<file path="src/rtl/pipe_ctrl_pkg.sv">
// Shared constants and types for the pipeline stall/flush controller.
// Pure definitions: no timing or flow-control behaviour of its own.
package pipe_ctrl_pkg;

  localparam int PAUSE_W = 6;

  // Bit 0 is the pc register, bit 5 the write-back hold.
  localparam int P_IF_ID  = 1;
  localparam int P_ID_EX  = 2;
  localparam int P_EX_MEM = 3;
  localparam int P_MEM_WB = 4;

  localparam logic [31:0] EXC_VECTOR    = 32'hBFC0_0380;
  localparam logic [31:0] REFILL_VECTOR = 32'hBFC0_0200;
  localparam logic [4:0]  TLBL_CODE     = 5'h02;
  localparam logic [4:0]  TLBS_CODE     = 5'h03;

  typedef enum logic {
    ST_RUN     = 1'b0,
    ST_WAIT_IF = 1'b1
  } state_t;

  typedef enum logic [1:0] {
    PK_NONE   = 2'd0,
    PK_BRANCH = 2'd1,
    PK_EXC    = 2'd2
  } pend_kind_t;

  function automatic logic [PAUSE_W-1:0] hold_upto(input int idx);
    logic [PAUSE_W-1:0] m;
    m = '0;
    for (int i = 0; i < PAUSE_W; i++) begin
      if (i <= idx) m[i] = 1'b1;
    end
    return m;
  endfunction

  localparam logic [PAUSE_W-1:0] STALL_NONE = '0;
  localparam logic [PAUSE_W-1:0] STALL_IF   = hold_upto(P_IF_ID);
  localparam logic [PAUSE_W-1:0] STALL_ID   = hold_upto(P_ID_EX);
  localparam logic [PAUSE_W-1:0] STALL_EX   = hold_upto(P_EX_MEM);
  localparam logic [PAUSE_W-1:0] STALL_MEM  = hold_upto(P_MEM_WB);

  function automatic logic is_tlb_miss(input logic [4:0] code);
    return (code == TLBL_CODE) || (code == TLBS_CODE);
  endfunction

endpackage

</file>
<file path="src/rtl/pipe_ctrl_target.sv">
// Redirect-target mux: branch fix-up, eret return, TLB refill or general vector.
// Purely combinational, zero latency, no flow control.
module pipe_ctrl_target
  import pipe_ctrl_pkg::*;
(
  input  logic        sel_branch,
  input  logic        is_eret,
  input  logic        exc_refill,
  input  logic [4:0]  exc_code,
  input  logic [31:0] cp0_epc,
  input  logic [31:0] branch_target,
  output logic [31:0] target
);

  always_comb begin
    target = EXC_VECTOR;
    if (sel_branch) begin
      target = branch_target;
    end else if (is_eret) begin
      target = cp0_epc;
    end else if (exc_refill && is_tlb_miss(exc_code)) begin
      target = REFILL_VECTOR;
    end
  end

endmodule

</file>
<file path="src/rtl/pipe_ctrl.sv">
// Central stall/flush controller; outputs are combinational in the same cycle.
// A redirect that meets an unabortable fetch is parked in WAIT_IF until if_busy drops.
module pipe_ctrl
  import pipe_ctrl_pkg::*;
(
  input  logic               clk,
  input  logic               rst,
  input  logic               req_if,
  input  logic               req_id,
  input  logic               req_ex,
  input  logic               req_mem,
  input  logic               if_busy,
  input  logic               exc_valid,
  input  logic [4:0]         exc_code,
  input  logic               exc_refill,
  input  logic               is_eret,
  input  logic [31:0]        cp0_epc,
  input  logic               mispredict,
  input  logic [31:0]        branch_target,
  output logic [PAUSE_W-1:0] pause,
  output logic               clear,
  output logic               clear_if_id,
  output logic               redirect,
  output logic [31:0]        new_pc,
  output logic               busy_wait
);

  state_t     state;
  pend_kind_t pend_kind;
  logic [31:0] pend_pc;
  logic [31:0] target;

  logic               evt_take;
  logic               mis_take;
  logic [PAUSE_W-1:0] stall_pat;

  logic [PAUSE_W-1:0] pause_c;
  logic               clear_c;
  logic               clear_if_id_c;
  logic               redirect_c;
  logic [31:0]        new_pc_c;
  logic               busy_wait_c;

  // A MEM stall defers exceptions/eret: the faulting instruction is not yet committed.
  assign evt_take = (exc_valid | is_eret) & ~req_mem;
  assign mis_take = (state == ST_RUN) & mispredict & ~req_mem & ~req_ex & ~evt_take;

  always_comb begin
    stall_pat = STALL_NONE;
    if (req_mem)     stall_pat = STALL_MEM;
    else if (req_ex) stall_pat = STALL_EX;
    else if (req_id) stall_pat = STALL_ID;
    else if (req_if) stall_pat = STALL_IF;
  end

  pipe_ctrl_target u_target (
    .sel_branch    (~evt_take),
    .is_eret       (is_eret),
    .exc_refill    (exc_refill),
    .exc_code      (exc_code),
    .cp0_epc       (cp0_epc),
    .branch_target (branch_target),
    .target        (target)
  );

  always_comb begin
    pause_c       = STALL_NONE;
    clear_c       = 1'b0;
    clear_if_id_c = 1'b0;
    redirect_c    = 1'b0;
    new_pc_c      = 32'h0;
    busy_wait_c   = 1'b0;
    case (state)
      ST_RUN: begin
        if (evt_take) begin
          clear_c    = 1'b1;
          redirect_c = ~if_busy;
          new_pc_c   = if_busy ? 32'h0 : target;
        end else if (mis_take) begin
          // Only IF/ID holds the wrong path; the delay slot in ID moves on.
          clear_if_id_c = 1'b1;
          redirect_c    = ~if_busy;
          new_pc_c      = if_busy ? 32'h0 : target;
        end else begin
          pause_c = stall_pat;
        end
      end
      ST_WAIT_IF: begin
        pause_c       = STALL_IF;
        clear_if_id_c = 1'b1;
        busy_wait_c   = 1'b1;
        clear_c       = evt_take;
        if (!if_busy) begin
          redirect_c = 1'b1;
          new_pc_c   = evt_take ? target : pend_pc;
        end
      end
      default: ;
    endcase
  end

  assign pause       = rst ? pause_c       : '0;
  assign clear       = rst ? clear_c       : 1'b0;
  assign clear_if_id = rst ? clear_if_id_c : 1'b0;
  assign redirect    = rst ? redirect_c    : 1'b0;
  assign new_pc      = rst ? new_pc_c      : 32'h0;
  assign busy_wait   = rst ? busy_wait_c   : 1'b0;

  always_ff @(posedge clk or negedge rst) begin
    if (!rst) begin
      state     <= ST_RUN;
      pend_pc   <= 32'h0;
      pend_kind <= PK_NONE;
    end else begin
      case (state)
        ST_RUN: begin
          if ((evt_take || mis_take) && if_busy) begin
            state     <= ST_WAIT_IF;
            pend_pc   <= target;
            pend_kind <= evt_take ? PK_EXC : PK_BRANCH;
          end
        end
        ST_WAIT_IF: begin
          if (!if_busy) begin
            state     <= ST_RUN;
            pend_kind <= PK_NONE;
          end else if (evt_take) begin
            pend_pc   <= target;
            pend_kind <= PK_EXC;
          end
        end
        default: state <= ST_RUN;
      endcase
    end
  end

  // Nothing may stay pending once the controller is back in RUN.
  a_pend_clean: assert property (@(posedge clk) disable iff (!rst)
    (state == ST_RUN) |-> (pend_kind == PK_NONE));

endmodule
</file>
<file path="config.mk">
export PLATFORM = sky130hd
export DESIGN_NAME = pipe_ctrl
export DESIGN_NICKNAME = d
export VERILOG_FILES = /design/src/rtl/pipe_ctrl_pkg.sv /design/src/rtl/pipe_ctrl_target.sv /design/src/rtl/pipe_ctrl.sv
export SDC_FILE = /design/constraint.sdc
export NUM_CORES = 1
export LEC_CHECK = 0
export ABC_AREA = 1
export CORE_UTILIZATION = 45
export DETAILED_ROUTE_END_ITERATION = 10
export GPL_ROUTABILITY_DRIVEN = 0
export PLACE_DENSITY = 0.87
export SLEW_MARGIN = 15
export SYNTH_ARGS = -nofsm -noshare
export SYNTH_HDL_FRONTEND = slang
export SYNTH_SLANG_ARGS = --single-unit
</file>
<file path="constraint.sdc">
create_clock -name clk -period 4.2 [get_ports clk]
set_input_delay 0.42 -clock clk [delete_from_list [all_inputs] [get_ports clk]]
set_output_delay 0.42 -clock clk [all_outputs]
set_load 0.01 [all_outputs]
</file>
==> impl_results.md, run 1 <==
* Mapped cell area at 3230 µm²
* CTS Buf Count at 5
* Required @ worst endpoint at 3.78 ns
* Syn-to-layout area delta at 38.2%
* First-pass GRT wire length at 14900 µm
* Worst Setup Start Kind: input port
* CTS root buffer: clkbuf_8
* Die W at 86.8 µm
* Drt drc at 0
* Fin. max-slew vios at 0
* Distinct cells, synth at 27
* Sequential-to-total area share from yosys stat at 25.5%
* Clock slew at reported path FFs at 0.07 ns
* Post-synth ARST share at 100%
* # fillers at 608
* Clock skew at 0.00559 ns
* #FFs+latches synth at 33
* Fin crit share at 79.4%
* Overall global routing resource usage at 24.4%
* Mapped Nets at 615
* Overall routed net length at 9110 µm
* Clk_lat worst skew at 0.27 ns
* Sink Count at 33
* CTS max path bufs at 2
* Total negative slack at 0 ns
* GRT overflow at 0
* Total number of vias at 3786
* Hold/Removal Path Class: input port to asynchronous set/reset pin
* H-tree level count at 2
* Worst slew margin at 38.7%
* Status: complete, no violations
* Syn. warnings at 0
* Hold_buf cts at 0
* Max Fclk at 0.300 GHz
* Vias/cell at 5.19
* LEAKAGE at 2.01 nW
* Post-cts resize count at 0
* CP Class: input port to output pin
* Worst Tran Pin Value at 0.918 ns
* Layout cells sized above 1 at 11.7%
* Synthesized area per cell at 6.05 µm²
* Net count, final at 713
* Worst slack, placed at 0.877 ns
* Synth area leader: dfrtp_1
* Die ar. at 7530 µm²
* Post-synth top flop: dfrtp_1
* Fin. Hold Viols at 0
* Initial antenna violation count at 0
* Setup crit end kind: output pin
* Dpl hpwl at 6440 µm
* Postcts setup bufs at 0
* I/O pin total at 122
* Crit-path max FO at 16
* Starting Density at 47.1%
* Routed wire per std cell at 12.5 µm
* Final worst setup slack at 0.867 ns
* Post-synth EDFFs at 0
* Drt first-iter violations at 304
* Ant diodes at 0
* Std cell rows at 30
* Mapped Cells at 535
* RSZ-0062 raised after global routing: no
* CTS tree: done
* Maximum vdd drop at 0.121 mV
* Crit path time final at 3.33 ns
* Post-synth top area share at 25.5%
* TritonRoute pass-1 iters at 5
* Most frequent cell after synthesis: nand2_1
* Most frequent cells after synthesis: nand2_1, nor2_1, inv_1
* Max-capacitance violation count at 0
* Die span in y at 86.8 µm
* Synth top area cells: dfrtp_1, nand2_1, nor2_1
* Vias in the first global route at 3518
* Largest net degree at the start of global routing at 58
* Core Area at 6870 µm²
* Port bufs at 119
* Crit path DAT at 2.91 ns
* P per Cell Area at 254 nW/µm²
* Post-route ant nets at 0
* # setup viols final at 0
## registers in the layout (all words and copies together) (netlist names)
signal	cells
pend_pc	32
state	1
## worst paths after layout
check / start / slack [ns] / to / cells after the start
setup / recovery: req_mem / 0.87 / new_pc[21] / 10
hold / removal: rst / 0.19 / pend_pc[30] / 2
setup reg to reg: state / 2.16 / pend_pc[24] / 7
hold reg to reg: pend_pc[4] / 0.47 / pend_pc[4] / 2
max in group asynchronous: rst / 3.69 / pend_pc[17] / 2
min in group clk: pend_pc[4] / 0.47 / pend_pc[4] / 2
## power breakdown
part	internal (mW)	leakage (nW)	switching (mW)	total (mW)
combinational	0.215	1.55	0.262	0.477
clock	0.130	0.0443	0.105	0.235
sequential	0.384	0.411	0.0393	0.423
## worst max-delay path: stages
cell	delay [ns]
clkdlybuf4s50_1	0.52
nor2_4	0.19
nand3_2	0.10
nand2_4	0.11
inv_4	0.05
nor2_4	0.35
buf_4	0.32
nand3_1	0.10
a21oi_1	0.18
clkdlybuf4s50_1	0.56
## kinds of logic (layout without fill, tap and decap cells)
| kind of cell | after synthesis | count (layout) | share of synthesized area [%] |
|---|---|---|---|
| AO/OA/AOI/OAI | 107 | 107 | 19.1 |
| buffers and inverters | 76 | 174 | 12.0 |
| flip-flops | 33 | 33 | 25.5 |
| other | 1 | 1 | 0.116 |
| AND/OR/NAND/NOR | 318 | 318 | 43.2 |
## cells in the final DEF, fill, tap and decap left out, types with 5 or more instances in the layout
| cell type | n |
|---|---|
| o21ai_2 | 5 |
| nand2_2 | 11 |
| o21ai_0 | 29 |
| nand3_2 | 11 |
| buf_4 | 8 |
| o211ai_1 | 10 |
| o21ai_1 | 31 |
| clkbuf_8 | 6 |
| clkdlybuf4s50_1 | 118 |
| nor2_1 | 71 |
| inv_1 | 35 |
| a21oi_1 | 22 |
| a21oi_2 | 10 |
| nand3_1 | 21 |
| or2_2 | 10 |
| dfrtp_1 | 33 |
| nand2_1 | 182 |
## final cells by class
class / count / area (µm²) / share of cell area [%]
clock buffers: 7 / 86.3 / 1.93
multi-input cells: 426 / 2020 / 45.2
flip-flops and latches: 33 / 826 / 18.5
well taps: 96 / 120 / 2.69
inverters: 39 / 149 / 3.33
repair buffers: 128 / 1270 / 28.3
## per-stage QoR
step	power [mW]	cell area, µm²	instances	hold WS (ns)	util [%]
floorplan	0.727	3230	535	0.124	-
global placement	0.881	4380	722	0.457	63.8
detailed placement	0.901	4380	722	0.461	63.8
CTS	1.14	4470	729	0.206	65.1
global route	1.22	4470	729	0.230	65.1
finish	1.14	4470	729	0.194	65.1
## per-layer routing
layer  up-vias  routed length (µm)  GRT usage (%)
li1       1899                   -              -
met1      1705                3780           27.9
met2       164                4580           45.5
met3        18                 584           2.67
met4         0                 162           10.6
met5         -                   0              0
Note: power is estimated with default switching activity, not from simulation.
==> run 2: changes to the inputs <==
- CORE_UTILIZATION: 45 -> 41
- PLACE_DENSITY: 0.87 -> 0.84
- clock period: 4.2 -> 2.7 ns (I/O delays scaled with it)
==> run 2 against run 1 <==
Effect of this change: worst hold slack better by 0.28 ns; worst setup slack worse by 0.81 ns; clock power up 55%; clock skew about the same; largest power group unchanged; register-to-register slack worse by 1.1 ns; non-clock buffer count up 13; die area up 9.5%; global-route usage down 1.9 points; critical path depth unchanged; sequential cell count unchanged; via count down 0.24%; utilization down 4.5 points; highest routed layer unchanged.
==> impl_results.md, run 2 (same netlist as run 1, synthesis figures left out) <==
* Crit path DAT at 2.37 ns
* Hold/Removal Path Class: flip-flop to flip-flop
* Dpl hpwl at 6610 µm
* Worst r2r path cells at 9
* Worst R2R Setup Slack at 1.05 ns
* Clock slew at reported path FFs at 0.06 ns
* WHS Path Cells at 2
* Slowest CP cell: clkdlybuf4s50_1
* Power consumption at 1.80 mW
* Most common cell after layout, fill and taps aside: nand2_1
* TritonRoute pass-1 iters at 4
* Maximum vdd drop at 0.219 mV
* Crit path buffers/inverters at 4
* Worst Tran Pin Value at 0.599 ns
* Port bufs at 119
* Required @ worst endpoint at 2.43 ns
* LEAKAGE at 2.13 nW
* Layout cells sized above 1 at 13.6%
* First-pass GRT wire length at 15600 µm
* CP max stage delay at 0.54 ns
* Initial antenna violation count at 0
* Critical hold path startpoint: pend_pc[1]
* Cell family with most CP delay: buffers and inverters
* Die ar. at 8250 µm²
* Die span in y at 90.8 µm
* CTS max path bufs at 2
* Post-route ant nets at 0
* Top Registers: pend_pc (32), state (1)
* CTS tree: done
* Vias in the first global route at 3440
* Worst slack, placed at 0.00476 ns
* Worst slew margin at 60.0%
* Fin crit share at 97.8%
* Final core utilization at 60.6%
* Drt first-iter violations at 139
* Fin. Hold Viols at 0
* Status: complete, no violations
* Setup crit end kind: output pin
* Total number of vias at 3777
* Worst path cell trace: clkdlybuf4s50_1, nor2_4, nor2_4, buf_12, clkbuf_16, nor2_1, nor2_1, nand3_2, a21oi_2, clkdlybuf4s50_1
* Vias/cell at 5.05
* Core Area at 7690 µm²
* Reg-to-reg startpoint: state
* Sink Count at 33
* Largest net degree at the start of global routing at 52
* Starting Density at 42.1%
* CTS Buf Count at 5
* GRT overflow at 0
* Top reg by flops: pend_pc
* Max reg flops at 32
* Fin. max-slew vios at 0
* Overall routed net length at 9340 µm
* Worst Setup Start Kind: input port
* Worst Hold Path EP: pend_pc[1]
* Clock skew at 0.00548 ns
* I/O pin total at 122
* Ant diodes at 0
* Crit path time final at 2.64 ns
* Critical R2R Capture: pend_pc[31]
* Design area at 4660 µm²
* Routed wire per std cell at 12.5 µm
* CTS root buffer: clkbuf_8
* H-tree level count at 2
* Net count, final at 726
* Final worst setup slack at 0.0601 ns
* Crit-path max FO at 25
* # setup viols final at 0
* Max Fclk at 0.379 GHz
* Commonest non-fill, non-tap cells in the layout: nand2_1, clkdlybuf4s50_1, nor2_1
* Clk_lat worst skew at 0.27 ns
* CP Class: input port to output pin
* Dpl cell area at 4470 µm²
* Max-capacitance violation count at 0
* Drt drc at 0
* Overall global routing resource usage at 22.5%
* Syn-to-layout area delta at 44.1%
* Die W at 90.8 µm
* Std cell rows at 32
* P per Cell Area at 386 nW/µm²
run 2: changes by cell type in the layout (fill, tap and decap cells not counted), sizes merged:
| cell | before | now |
|---|---|---|
| clkdlybuf4s50 | 118 | 115 |
| clkbuf | 7 | 9 |
| buf | 10 | 20 |
| dlygate4sd3 | 0 | 1 |
| dlymetal6s2s | 0 | 3 |
run 2: power breakdown:
part,leakage [nW],switching [mW],internal [mW]
clock network,0.0443,0.162,0.202
registers,0.411,0.0589,0.597
logic,1.68,0.416,0.363
run 2: how the worst max path moves through the flow:
stage              start    endpoint  depth (start not counted)
6_report       exc_valid  new_pc[10]                         10
5_1_grt        exc_valid  new_pc[22]                          9
4_1_cts          req_mem  new_pc[22]                         10
3_5_place_dp     is_eret  new_pc[27]                          7
3_3_place_gp     is_eret  new_pc[27]                          7
2_1_floorplan    is_eret  new_pc[30]                         10
run 2: final cells by class:
class	count	area [µm²]
Multi-Input combinational cell	426	2020
Sequential cell	33	826
Timing Repair Buffer	141	1450
Inverter	39	149
Clock buffer	7	86.3
Tap cell	102	128
Fill cell	721	3030
run 2: per-layer routing:
metal / track usage [%] / part of all wire [%]
met1: 28.1 / 44
met2: 40.3 / 49
met3: 3.54 / 6.0
met4: 5.29 / 0.89
met5: 0 / 0
run 2: stage by stage:
stage / std cells / setup TNS [ns] / hold WS, ns
detailed placement: 735 / 0 / 0.264
floorplan: 535 / 0 / -0.0256
global placement: 735 / 0 / 0.259
global route: 748 / -0.0181 / 0.495
CTS: 743 / 0 / 0.478
finish: 748 / 0 / 0.473
run 2: timing repair:
action                     in CTS  in global routing
hold endpoints to repair       33                  0
buffers inserted                0                  3
resized for setup               1                  4
setup endpoints to repair       1                 28
hold buffers                    1                  0
cloned                          0                  2
pin swaps                       0                  2
run 2: worst register-to-register path, stage by stage, from the launching register on:
cell     delay (ns)
dfrtp_1        0.39
inv_2          0.07
nand3_2        0.09
nand2_4        0.12
inv_4          0.05
nand2_2        0.08
nand2_4        0.05
inv_2          0.45
o21ai_0        0.20
nand2_1        0.11
